$ cat src/rtl/div_sequencer_pkg.sv
// Shared definitions for the sequential restoring divider.
package div_sequencer_pkg;
   localparam int DEF_WIDTH = 8;

   typedef enum logic [1:0] {
      IDLE = 2'd0,
      CALC = 2'd1,
      DONE = 2'd2
   } state_t;
endpackage

$ cat src/rtl/addsub_unit.sv
// Ripple add/sub: Mod=1 inverts B, so with Cin=1 it computes A-B and Cout=1 means no borrow.
module addsub_unit #(
   parameter int WIDTH = 9
) (
   input  logic [WIDTH-1:0] A,
   input  logic [WIDTH-1:0] B,
   input  logic             Cin,
   input  logic             Mod,
   output logic [WIDTH-1:0] S,
   output logic             Cout
);
   logic [WIDTH-1:0] b_eff;

   assign b_eff     = Mod ? ~B : B;
   assign {Cout, S} = {1'b0, A} + {1'b0, b_eff} + {{WIDTH{1'b0}}, Cin};
endmodule

$ cat src/rtl/div_sequencer.sv
// Unsigned restoring divider, one quotient bit per cycle through a single add/sub unit.
module div_sequencer
   import div_sequencer_pkg::*;
#(
   parameter int WIDTH = DEF_WIDTH
) (
   input  logic             Clk,
   input  logic             Rst,
   input  logic             Start,
   input  logic [WIDTH-1:0] Dividend,
   input  logic [WIDTH-1:0] Divisor,
   output logic             Busy,
   output logic             Done,
   output logic [WIDTH-1:0] Quotient,
   output logic [WIDTH-1:0] Remainder,
   output logic             DivZero
);
   localparam int CW = $clog2(WIDTH + 1);

   state_t           state, next_state;
   logic [WIDTH:0]   rem, shifted, trial;
   logic [WIDTH-1:0] dvd, dsr;
   logic [CW-1:0]    cnt;
   logic             dz, cout;
   logic             load, zero_load, step, finish;

   // dvd doubles as the quotient register: dividend bits shift out the top, quotient bits in the bottom.
   assign shifted = (rem << 1) | {{WIDTH{1'b0}}, dvd[WIDTH-1]};

   addsub_unit #(.WIDTH(WIDTH + 1)) u_addsub (
      .A    (shifted),
      .B    ({1'b0, dsr}),
      .Cin  (1'b1),
      .Mod  (1'b1),
      .S    (trial),
      .Cout (cout)
   );

   always_ff @(posedge Clk or posedge Rst) begin
      if (Rst) state <= IDLE;
      else     state <= next_state;
   end

   always_comb begin
      next_state = state;
      load       = 1'b0;
      zero_load  = 1'b0;
      step       = 1'b0;
      finish     = 1'b0;
      case (state)
         IDLE: begin
            if (Start) begin
               if (Divisor == '0) begin
                  zero_load  = 1'b1;
                  next_state = DONE;
               end else begin
                  load       = 1'b1;
                  next_state = CALC;
               end
            end
         end
         CALC: begin
            step = 1'b1;
            if (cnt == CW'(1)) next_state = DONE;
         end
         DONE: begin
            finish     = 1'b1;
            next_state = IDLE;
         end
         default: next_state = IDLE;
      endcase
   end

   always_ff @(posedge Clk or posedge Rst) begin
      if (Rst) begin
         rem       <= '0;
         dvd       <= '0;
         dsr       <= '0;
         cnt       <= '0;
         dz        <= 1'b0;
         Done      <= 1'b0;
         Quotient  <= '0;
         Remainder <= '0;
         DivZero   <= 1'b0;
      end else begin
         Done <= finish;
         if (load) begin
            dvd <= Dividend;
            dsr <= Divisor;
            rem <= '0;
            cnt <= CW'(WIDTH);
            dz  <= 1'b0;
         end else if (zero_load) begin
            dvd <= '1;
            rem <= {1'b0, Dividend};
            cnt <= '0;
            dz  <= 1'b1;
         end else if (step) begin
            rem <= cout ? trial : shifted;
            dvd <= {dvd[WIDTH-2:0], cout};
            cnt <= cnt - 1'b1;
         end
         if (finish) begin
            Quotient  <= dvd;
            Remainder <= rem[WIDTH-1:0];
            DivZero   <= dz;
         end
      end
   end

   assign Busy = (state != IDLE);
endmodule

$ cat config.mk
export PLATFORM = sky130hd
export DESIGN_NAME = div_sequencer
export DESIGN_NICKNAME = d
export VERILOG_FILES = /design/src/rtl/div_sequencer_pkg.sv /design/src/rtl/addsub_unit.sv /design/src/rtl/div_sequencer.sv
export SDC_FILE = /design/constraint.sdc
export NUM_CORES = 1
export LEC_CHECK = 0
export CORE_UTILIZATION = 45
export CTS_BUF_LIST = sky130_fd_sc_hd__clkbuf_2
export CTS_CLUSTER_DIAMETER = 60
export DETAILED_ROUTE_END_ITERATION = 8
export PLACE_DENSITY = 0.7
export SLEW_MARGIN = 20
export SYNTH_ARGS = -nofsm -noshare
export SYNTH_HDL_FRONTEND = slang
export SYNTH_HIERARCHICAL = 1
export SYNTH_SLANG_ARGS = --single-unit
export TNS_END_PERCENT = 1
$ cat constraint.sdc
create_clock -name Clk -period 2.4 [get_ports Clk]
set_input_delay 0.48 -clock Clk [delete_from_list [all_inputs] [get_ports Clk]]
set_output_delay 0.48 -clock Clk [all_outputs]
set_load 0.03 [all_outputs]
Word level (Yosys, flattened, before mapping)
Index checks and enable logic that the tools add are counted.
- equal/unequal tests: 5
- $add $sub $neg: 3
- reductions and logical operators: 6
- bitwise logic cells: 2
- muxes and demuxes: 24
- operator list (kind ; number):
    8-bit 2-to-1 mux ; 7
    4-bit 2-to-1 mux ; 3
    10-bit by 1-bit adder with 10-bit output, second input constant ; 1
    9-bit by 9-bit adder with 10-bit output ; 1
    1-bit 2-to-1 mux ; 10
    8-bit NOT with 9-bit output ; 1
    9-bit by 1-bit bitwise OR with 9-bit output ; 1
    8-bit logical NOT ; 1
    2-bit 2-to-1 mux ; 3
    4-bit by 1-bit == test with 1-bit output, second input constant ; 1
    2-bit != test, second input constant ; 2
    2-bit one-hot mux with 2 select lines ; 1
    2-bit nonzero test ; 2
    4-bit by 1-bit subtractor with 4-bit output, second input constant ; 1
    3-bit nonzero test ; 1
    2-bit by 1-bit == test with 1-bit output, second input constant ; 1
    2-bit == test, second input constant ; 1
    2-bit logical NOT ; 1
    2-bit AND reduction ; 1
- output and inout port bits: 19
- bits of input ports: 19
- flip-flop bits (word level): 49
- word-level logic and storage cells: 50

Depth between registers and ports, before layout
- depth after elaboration: 7
- mapped depth: 11
- mapped depth without buffers: 10

Modules after synthesis
Netlist, hierarchy kept.
- by module, submodules not included (module ; instances ; area an instance (µm²) ; cells an instance ; sequential area each (µm²)):
    div_sequencer ; 1 ; 2259.7 ; 183 ; 1226.2
    addsub_unit ; 1 ; 473.0 ; 55 ; 0.0

Worst setup path after synthesis
No wires, ideal clock.
- path kind: register -> register
- start: register dvd[7]
- end: register rem[6]
- cell stages (with the launch flop): 10
- setup slack: 0.029 ns
- data required time: 2.273 ns
- data arrival time: 2.244 ns
- period minus slack after synthesis: 2.371 ns
- path through: dfrtp_1 -> fa_1 -> fa_1 -> a21o_1 -> a21oi_2 -> o211ai_1 -> xor2_1 -> mux2i_1 -> a2bb2oi_1 -> o31ai_1
- cells in the longest elaborated chain, start to end: 7
- RTL lines (item ; RTL line ; RTL):
    start, declared ; div_sequencer.sv:22 ; logic [WIDTH-1:0] dvd, dsr;
    start signal, assigned ; div_sequencer.sv:88 ; dvd <= Dividend;
    start signal, assigned ; div_sequencer.sv:100 ; dvd <= {dvd[WIDTH-2:0], cout};
    9-bit by 1-bit bitwise OR with 9-bit output ; div_sequencer.sv:28 ; assign shifted = (rem << 1) | {{WIDTH{1'b0}}, dvd[WIDTH-1]};
    9-bit by 9-bit adder with 10-bit output ; addsub_unit.sv:15 ; assign {Cout, S} = {1'b0, A} + {1'b0, b_eff} + {{WIDTH{1'b0}}, Cin};
    10-bit by 1-bit adder with 10-bit output ; addsub_unit.sv:15 ;
    via trial[6] ; div_sequencer.sv:21 ; logic [WIDTH:0] rem, shifted, trial;
    8-bit 2-to-1 mux ; div_sequencer.sv:99 ; rem <= cout ? trial : shifted;
    8-bit 2-to-1 mux ; div_sequencer.sv:98 ; end else if (step) begin
    8-bit 2-to-1 mux ; div_sequencer.sv:93 ; end else if (zero_load) begin
    8-bit 2-to-1 mux ; div_sequencer.sv:87 ; if (load) begin
    end signal, assigned ; div_sequencer.sv:95 ; rem <= {1'b0, Dividend};
    end signal, assigned ; div_sequencer.sv:99 ;
    end, declared ; div_sequencer.sv:21 ;
The timed path passes the listed nets, and every way through them passes these cells. The select of a mux whose other input is x is not followed.
A chain may end at the register's enable or synchronous reset.

Worst setup path after layout
- start: register dsr[0]
- end: register rem[6]
- cells in the longest elaborated chain, start to end: 7
- RTL lines (item ; RTL line ; RTL):
    start, declared ; div_sequencer.sv:22 ;
    start signal, assigned ; div_sequencer.sv:89 ; dsr <= Divisor;
    8-bit NOT with 9-bit output ; addsub_unit.sv:14 ; assign b_eff = Mod ? ~B : B;
    9-bit by 9-bit adder with 10-bit output ; addsub_unit.sv:15 ;
    10-bit by 1-bit adder with 10-bit output ; addsub_unit.sv:15 ;
    via trial[6] ; div_sequencer.sv:21 ;
    8-bit 2-to-1 mux ; div_sequencer.sv:99 ;
    8-bit 2-to-1 mux ; div_sequencer.sv:98 ;
    8-bit 2-to-1 mux ; div_sequencer.sv:93 ;
    8-bit 2-to-1 mux ; div_sequencer.sv:87 ;
The timed path passes the listed nets, and every way through them passes these cells. The select of a mux whose other input is x is not followed.

==> summary.txt <==
Critical path
  • Crit path capture type: register
  • Worst Path Required: ~2.8 ns
  • CP dominant cell by count: fa_2
  • CP arrival: ~2.7 ns
  • Crit-path slowest cell: dfrtp_1
  • Crit-path cells: xor2_2 > fa_2 > fa_2 > a21o_1 > a21oi_2 > o211ai_1 > xor2_1 > mux2i_1 > a2bb2oi_2 > o31ai_1
  • CP bufs+invs: 0
  • Critical path type: reg2reg
  • Worst Path Max Fanout: 2
  • Startpoint types: register
  • CP top delay family: adder cells
  • Max stage delay on crit path: 0.46 ns

GRT
  • GRT met1 Usage: between 20 and 30%
  • Tot GR Track Use: approximately a fifth
  • Vias in the first global route: 1904
  • Global route overflow: 0
  • First-pass GRT wire length: approximately 9400 um
  • Initial antenna violation count: 0
  • Met3 Use GR: ~4.1%
  • GRT Max-Usage Layer: met2
  • Largest net degree at the start of global routing: 28
  • M2 GR Usage: 30.0%

Timing
  • Slew headroom: 63.8%
  • Hold Fails Final Rpt: 0
  • WHS: around 0.34 ns
  • Max Fclk: around 0.42 GHz
  • Setup-failing EPs final: 0
  • Period utilization: between 90% and 100%
  • Final slew viol count: 0
  • Setup Skew: ~0.042 ns
  • RSZ-0062 raised after global routing: yes
  • Slew @ Worst Pin: between 0.5 and 0.6 ns
  • Tmin final: around 2.4 ns

Floorplan
  • Die X: a little under 80 um
  • I/O pin count: 38
  • Core ar.: 5640 um^2
  • Row cnt: 27
  • Die span in y: 79.3 um
  • Die area: roughly 6300 um^2
  • Initial Util: between 40% and 50%

Placement
  • Final HPWL DP: ~4200 um
  • Gpl congestion: between 0.8 and 0.9
  • IO buf count: 37
  • Cell Area, Placed: between 3000 and 4000 um^2

Power
  • Max VDD drop: 0.000792 V
  • Pwr Total: between 4000 and 5000 uW
  • Flop pwr share: 33.3%
  • Clock share of power: 10.7%
  • Logic pwr share: between 50% and 60%
  • PD cells: 1280 nW/um^2
  • LEAKAGE: 0.00146 uW
  • Psw: around 1700 uW
  • Int Pwr: between 2000 and 3000 uW
  • Switching Fraction: between 40% and 50%

Clock network
  • Root Buffer: clkbuf_2
  • CTS max path bufs: 2
  • H-tree depth: 2
  • Hold_buf cts: 0
  • TritonCTS buffer count: 5
  • Clock sink total: a little under 50
  • Worst skew pair latency: around 0.44 ns
  • Worst-path clk slew: approximately 0.28 ns
  • Post-CTS Setup Bufs: 0
  • CTS tree: built

Drt
  • Wire per inst: around 16 um
  • DRT Pass-1 Iters: 4
  • Initial DRC Count: around 100
  • WL final: about 5600 um
  • Via density per instance: about 5.5
  • ANT nets after route: 0
  • Residual DRC: 0
  • Routed vias: slightly below 2000

Flow run
  • Max-Cap Viols: 0

Status
  • Status: finished clean

Cells and area
  • Final Instance Area: roughly 3300 um^2
  • Antenna cells: 0
  • Nets: 312
  • Area growth syn-to-layout: 23.9%
  • Layout cells sized above 1: 25.9%

Worst hold path
  • Hold crit path type: in2async

Logic synthesis
  • Syn Area/Cell: between 10 and 15 um^2
  • Mapped Area: between 2000 and 3000 um^2
  • Syn Inst Count: around 230
  • Ys Warns: 6
==> what timing repair did <==
item | CTS | global route
gates resized for setup | 2 | 4
pin swaps | 0 | 3
endpoints found under the setup margin | 8 | 8
==> per-layer routing <==
metal  wire length [um]  part of all wire [%]  up-vias
met4                 34                  0.61        0
met5                  0                     0        -
met2               2630                    47       38
met3                138                   2.5        4
li1                   -                     -      942
met1               2760                    50      978
==> power groups by stage <==
stage / Sequential (uW) / Combinational (uW) / Clock (uW)
final: 1410 / 2380 / 456
after detailed placement: 1430 / 2340 / 0
after global routing: 1470 / 2600 / 500
after global placement: 1410 / 2300 / 0
after CTS: 1410 / 2370 / 460
after floorplan: 1570 / 1470 / 0
==> sequential cells by signal, summed over array words and instances (netlist names) <==
register and flops:
DivZero 1, Remainder 8, dz 1, rem 8, Done 1, dvd 8
cnt 4, state 2, Quotient 8, dsr 8
==> metrics by stage <==
| stage | TNS, ns | setup WS (ns) | util (%) | instances |
|---|---|---|---|---|
| finish | 0 | 0.0286 | 59.1 | 354 |
| global route | -0.735 | -0.114 | 59.1 | 354 |
| CTS | 0 | 0.0112 | 58.6 | 354 |
| detailed placement | -0.00786 | -0.00786 | 57.3 | 346 |
| global placement | 0 | 0.0381 | 57.3 | 346 |
| floorplan | 0 | 0.0289 | - | 233 |
==> final timing paths <==
path,startpoint,end,slack (ns),cells after the start
setup / recovery,dsr[0],rem[6],0.03,10
min in group Clk,dz,dz,0.52,1
hold reg to reg,dz,dz,0.52,1
hold / removal,Rst,Quotient[3],0.34,2
setup reg to reg,dsr[0],rem[6],0.03,10
max in group asynchronous,Rst,DivZero,1.39,3
==> cell type report <==
| class | instances | area [um^2] |
|---|---|---|
| Tap cell | 72 | 90.1 |
| Clock inverter | 3 | 46.3 |
| Fill cell | 464 | 2310 |
| Sequential cell | 49 | 1230 |
| Clock buffer | 5 | 25.0 |
| Timing Repair Buffer | 54 | 510 |
| Inverter | 7 | 26.3 |
| Multi-Input combinational cell | 164 | 1410 |
==> placed cells by master, fill, tap and decap left out, types with 2 or more instances in the layout <==
master / count
a211o_1: 2
a211oi_1: 7
a21o_1: 3
a21oi_1: 13
a21oi_2: 2
a221o_1: 7
a22o_1: 2
buf_4: 16
clkbuf_2: 5
clkdlybuf4s50_1: 37
conb_1: 3
dfrtp_1: 49
fa_2: 2
ha_1: 10
inv_1: 6
mux2_2: 26
mux2i_1: 8
nand2_1: 14
nand3_1: 4
nor2_1: 9
nor4_2: 2
nor4b_1: 2
o2111ai_2: 2
o21ai_0: 3
o31ai_1: 8
or4_4: 2
xnor2_1: 3
xor2_1: 10
xor2_2: 2
Power figures use the tool's default switching activity.
==> variant: new RTL, config.mk and constraints unchanged <==
Encoding of `state_t`: now one-hot (3 bits for 3 states).
--- a/src/rtl/div_sequencer_pkg.sv
+++ b/src/rtl/div_sequencer_pkg.sv
@@ -3,8 +3,8 @@
    localparam int DEF_WIDTH = 8;
 
-   typedef enum logic [1:0] {
-      IDLE = 2'd0,
-      CALC = 2'd1,
-      DONE = 2'd2
+   typedef enum logic [2:0] {
+      IDLE = 3'b001,
+      CALC = 3'b010,
+      DONE = 3'b100
    } state_t;
 endpackage
Behaviour: no difference found for any inputs over 10 cycles, from zero or initial values and one cycle with Rst high; not proved beyond that.
==> variant against the unedited design <==
The flow now finishes with violations (setup timing); utilization is 0.35 points higher; cell area is 0.60% higher; synthesized area is 0.79% higher; sequential cell count is 1 higher; worst setup slack worse by 0.049 ns; total power is 20% lower; global-route usage is 1.5 points lower; first-iteration DRC count is 33% lower; routed wire length is 5.8% lower; critical endpoint unchanged; largest cell class unchanged; highest routed layer unchanged.
==> variant: results (changes against the unedited design) <==
status:
  status: "finished, violations left"  # was complete, no violations
  violations: "setup timing"
placement:
  port_buffers: 37  # unchanged
  dp.cells: 327  # was 346
  place_ws_ns: -0.02976  # was -0.007857 ns
  gp_congestion: 0.7891  # was 0.8413
  dp_hpwl_mm: 3.946  # was 4.216 mm
global_route:
  antenna_found_initial: 0  # unchanged
  grt_pass1_wl_mm: 8.811  # was 9.432 mm
  grt_use_total_pct: 18.26  # was 19.72%
  grt_max_degree: 51  # was 28
  grt_pass1_vias: 1847  # was 1904
timing:
  setup_ws_ns: -0.02010  # was 0.02858 ns
  setup_viol: 1  # was 0
  finalClockSkew_ns: 0.02859  # was 0.04164 ns
critical_path:
  cp.arrival_ns: 2.79  # was 2.73 ns
  worstSetupEndpointType: "flip-flop"  # unchanged
  rr_endpoint: "rem[6]"  # unchanged
  r2r_cells: 10  # unchanged
  setup.worst_path.start: "dsr[0]"  # unchanged
  crit_path_top_delay_cell: "dfrtp_1"  # unchanged
  r2r_slack_ns: -0.02  # was 0.03 ns
  path_max_fanout: 2  # unchanged
  cp_top_family: "adder cells"  # unchanged
  worst_path_largest_cell_delay_ns: 0.42  # was 0.46 ns
final_layout:
  stdcell_count: 335  # was 354
  nFillCells: 488  # was 464
  nNetsFinal: 293  # was 312
  antenna-diode-count: 0  # unchanged
  drive_gt1_share_pct: 31.56  # was 25.89%
clocking:
  clockBufferDepth: 2  # unchanged
  postCtsSetupBuffers: 0  # unchanged
  clkSlewWorstSetupHoldPaths_ns: 0.26  # was 0.28 ns
  cts_buffers: 5  # unchanged
  cts_max_level: 2  # unchanged
  cts_resized: 2  # unchanged
  insertion_delay_ns: 0.43
  cts-root-buf: "clkbuf_2"  # unchanged
power:
  ir_worst_vdd_v: 0.0004726  # was 0.0007917 V
  p_seq_share_pct: 38.1  # was 33.3%
  powerClk_mw: 0.448  # was 0.456 mW
  internal-power_mw: 2.130  # was 2.528 mW
  leakage_nw: 1.522  # was 1.464 nW
drt:
  vias_per_cell: 5.284  # was 5.542
  drtPass1Iterations: 4  # unchanged
  drtIter0Drc: 66  # was 99
  wl_per_cell_um: 15.64  # was 15.71 µm
yosys:
  ys_warn_count: 6  # unchanged
  synth_cells: 209  # was 232
min_path:
  holdCritPathClass: "in2async"  # unchanged
==> variant: stage by stage <==
stage	setup TNS, ns	power (mW)	hold slack [ns]	cell area, µm²
after floorplan	0	2.439	0.4585	2716
after global placement	0	2.947	0.4752	3278
after detailed placement	-0.02976	2.977	0.4891	3278
after CTS	-0.006334	3.440	0.3374	3352
after global routing	-0.8909	3.636	0.3522	3352
final	-0.02010	3.412	0.3459	3352
==> variant: final cells by class <==
| cell class | instances | share of cell area (%) |
|---|---|---|
| Multi-Input combinational cell | 144 | 41.92 |
| Sequential cell | 50 | 37.36 |
| Timing Repair Buffer | 55 | 15.45 |
| Tap cell | 72 | 2.688 |
| Clock inverter | 2 | 1.008 |
| Clock buffer | 6 | 0.8959 |
| Inverter | 6 | 0.6719 |
==> variant: metal layers <==
layer	GRT usage (%)	vias to the layer above	routed length, µm	share of wire (%)
li1	-	863	-	-
met1	25.24	858	2568	49
met2	27.95	39	2376	45
met3	4.457	10	222	4.2
met4	6.000	0	70	1.3
met5	0	-	0	0
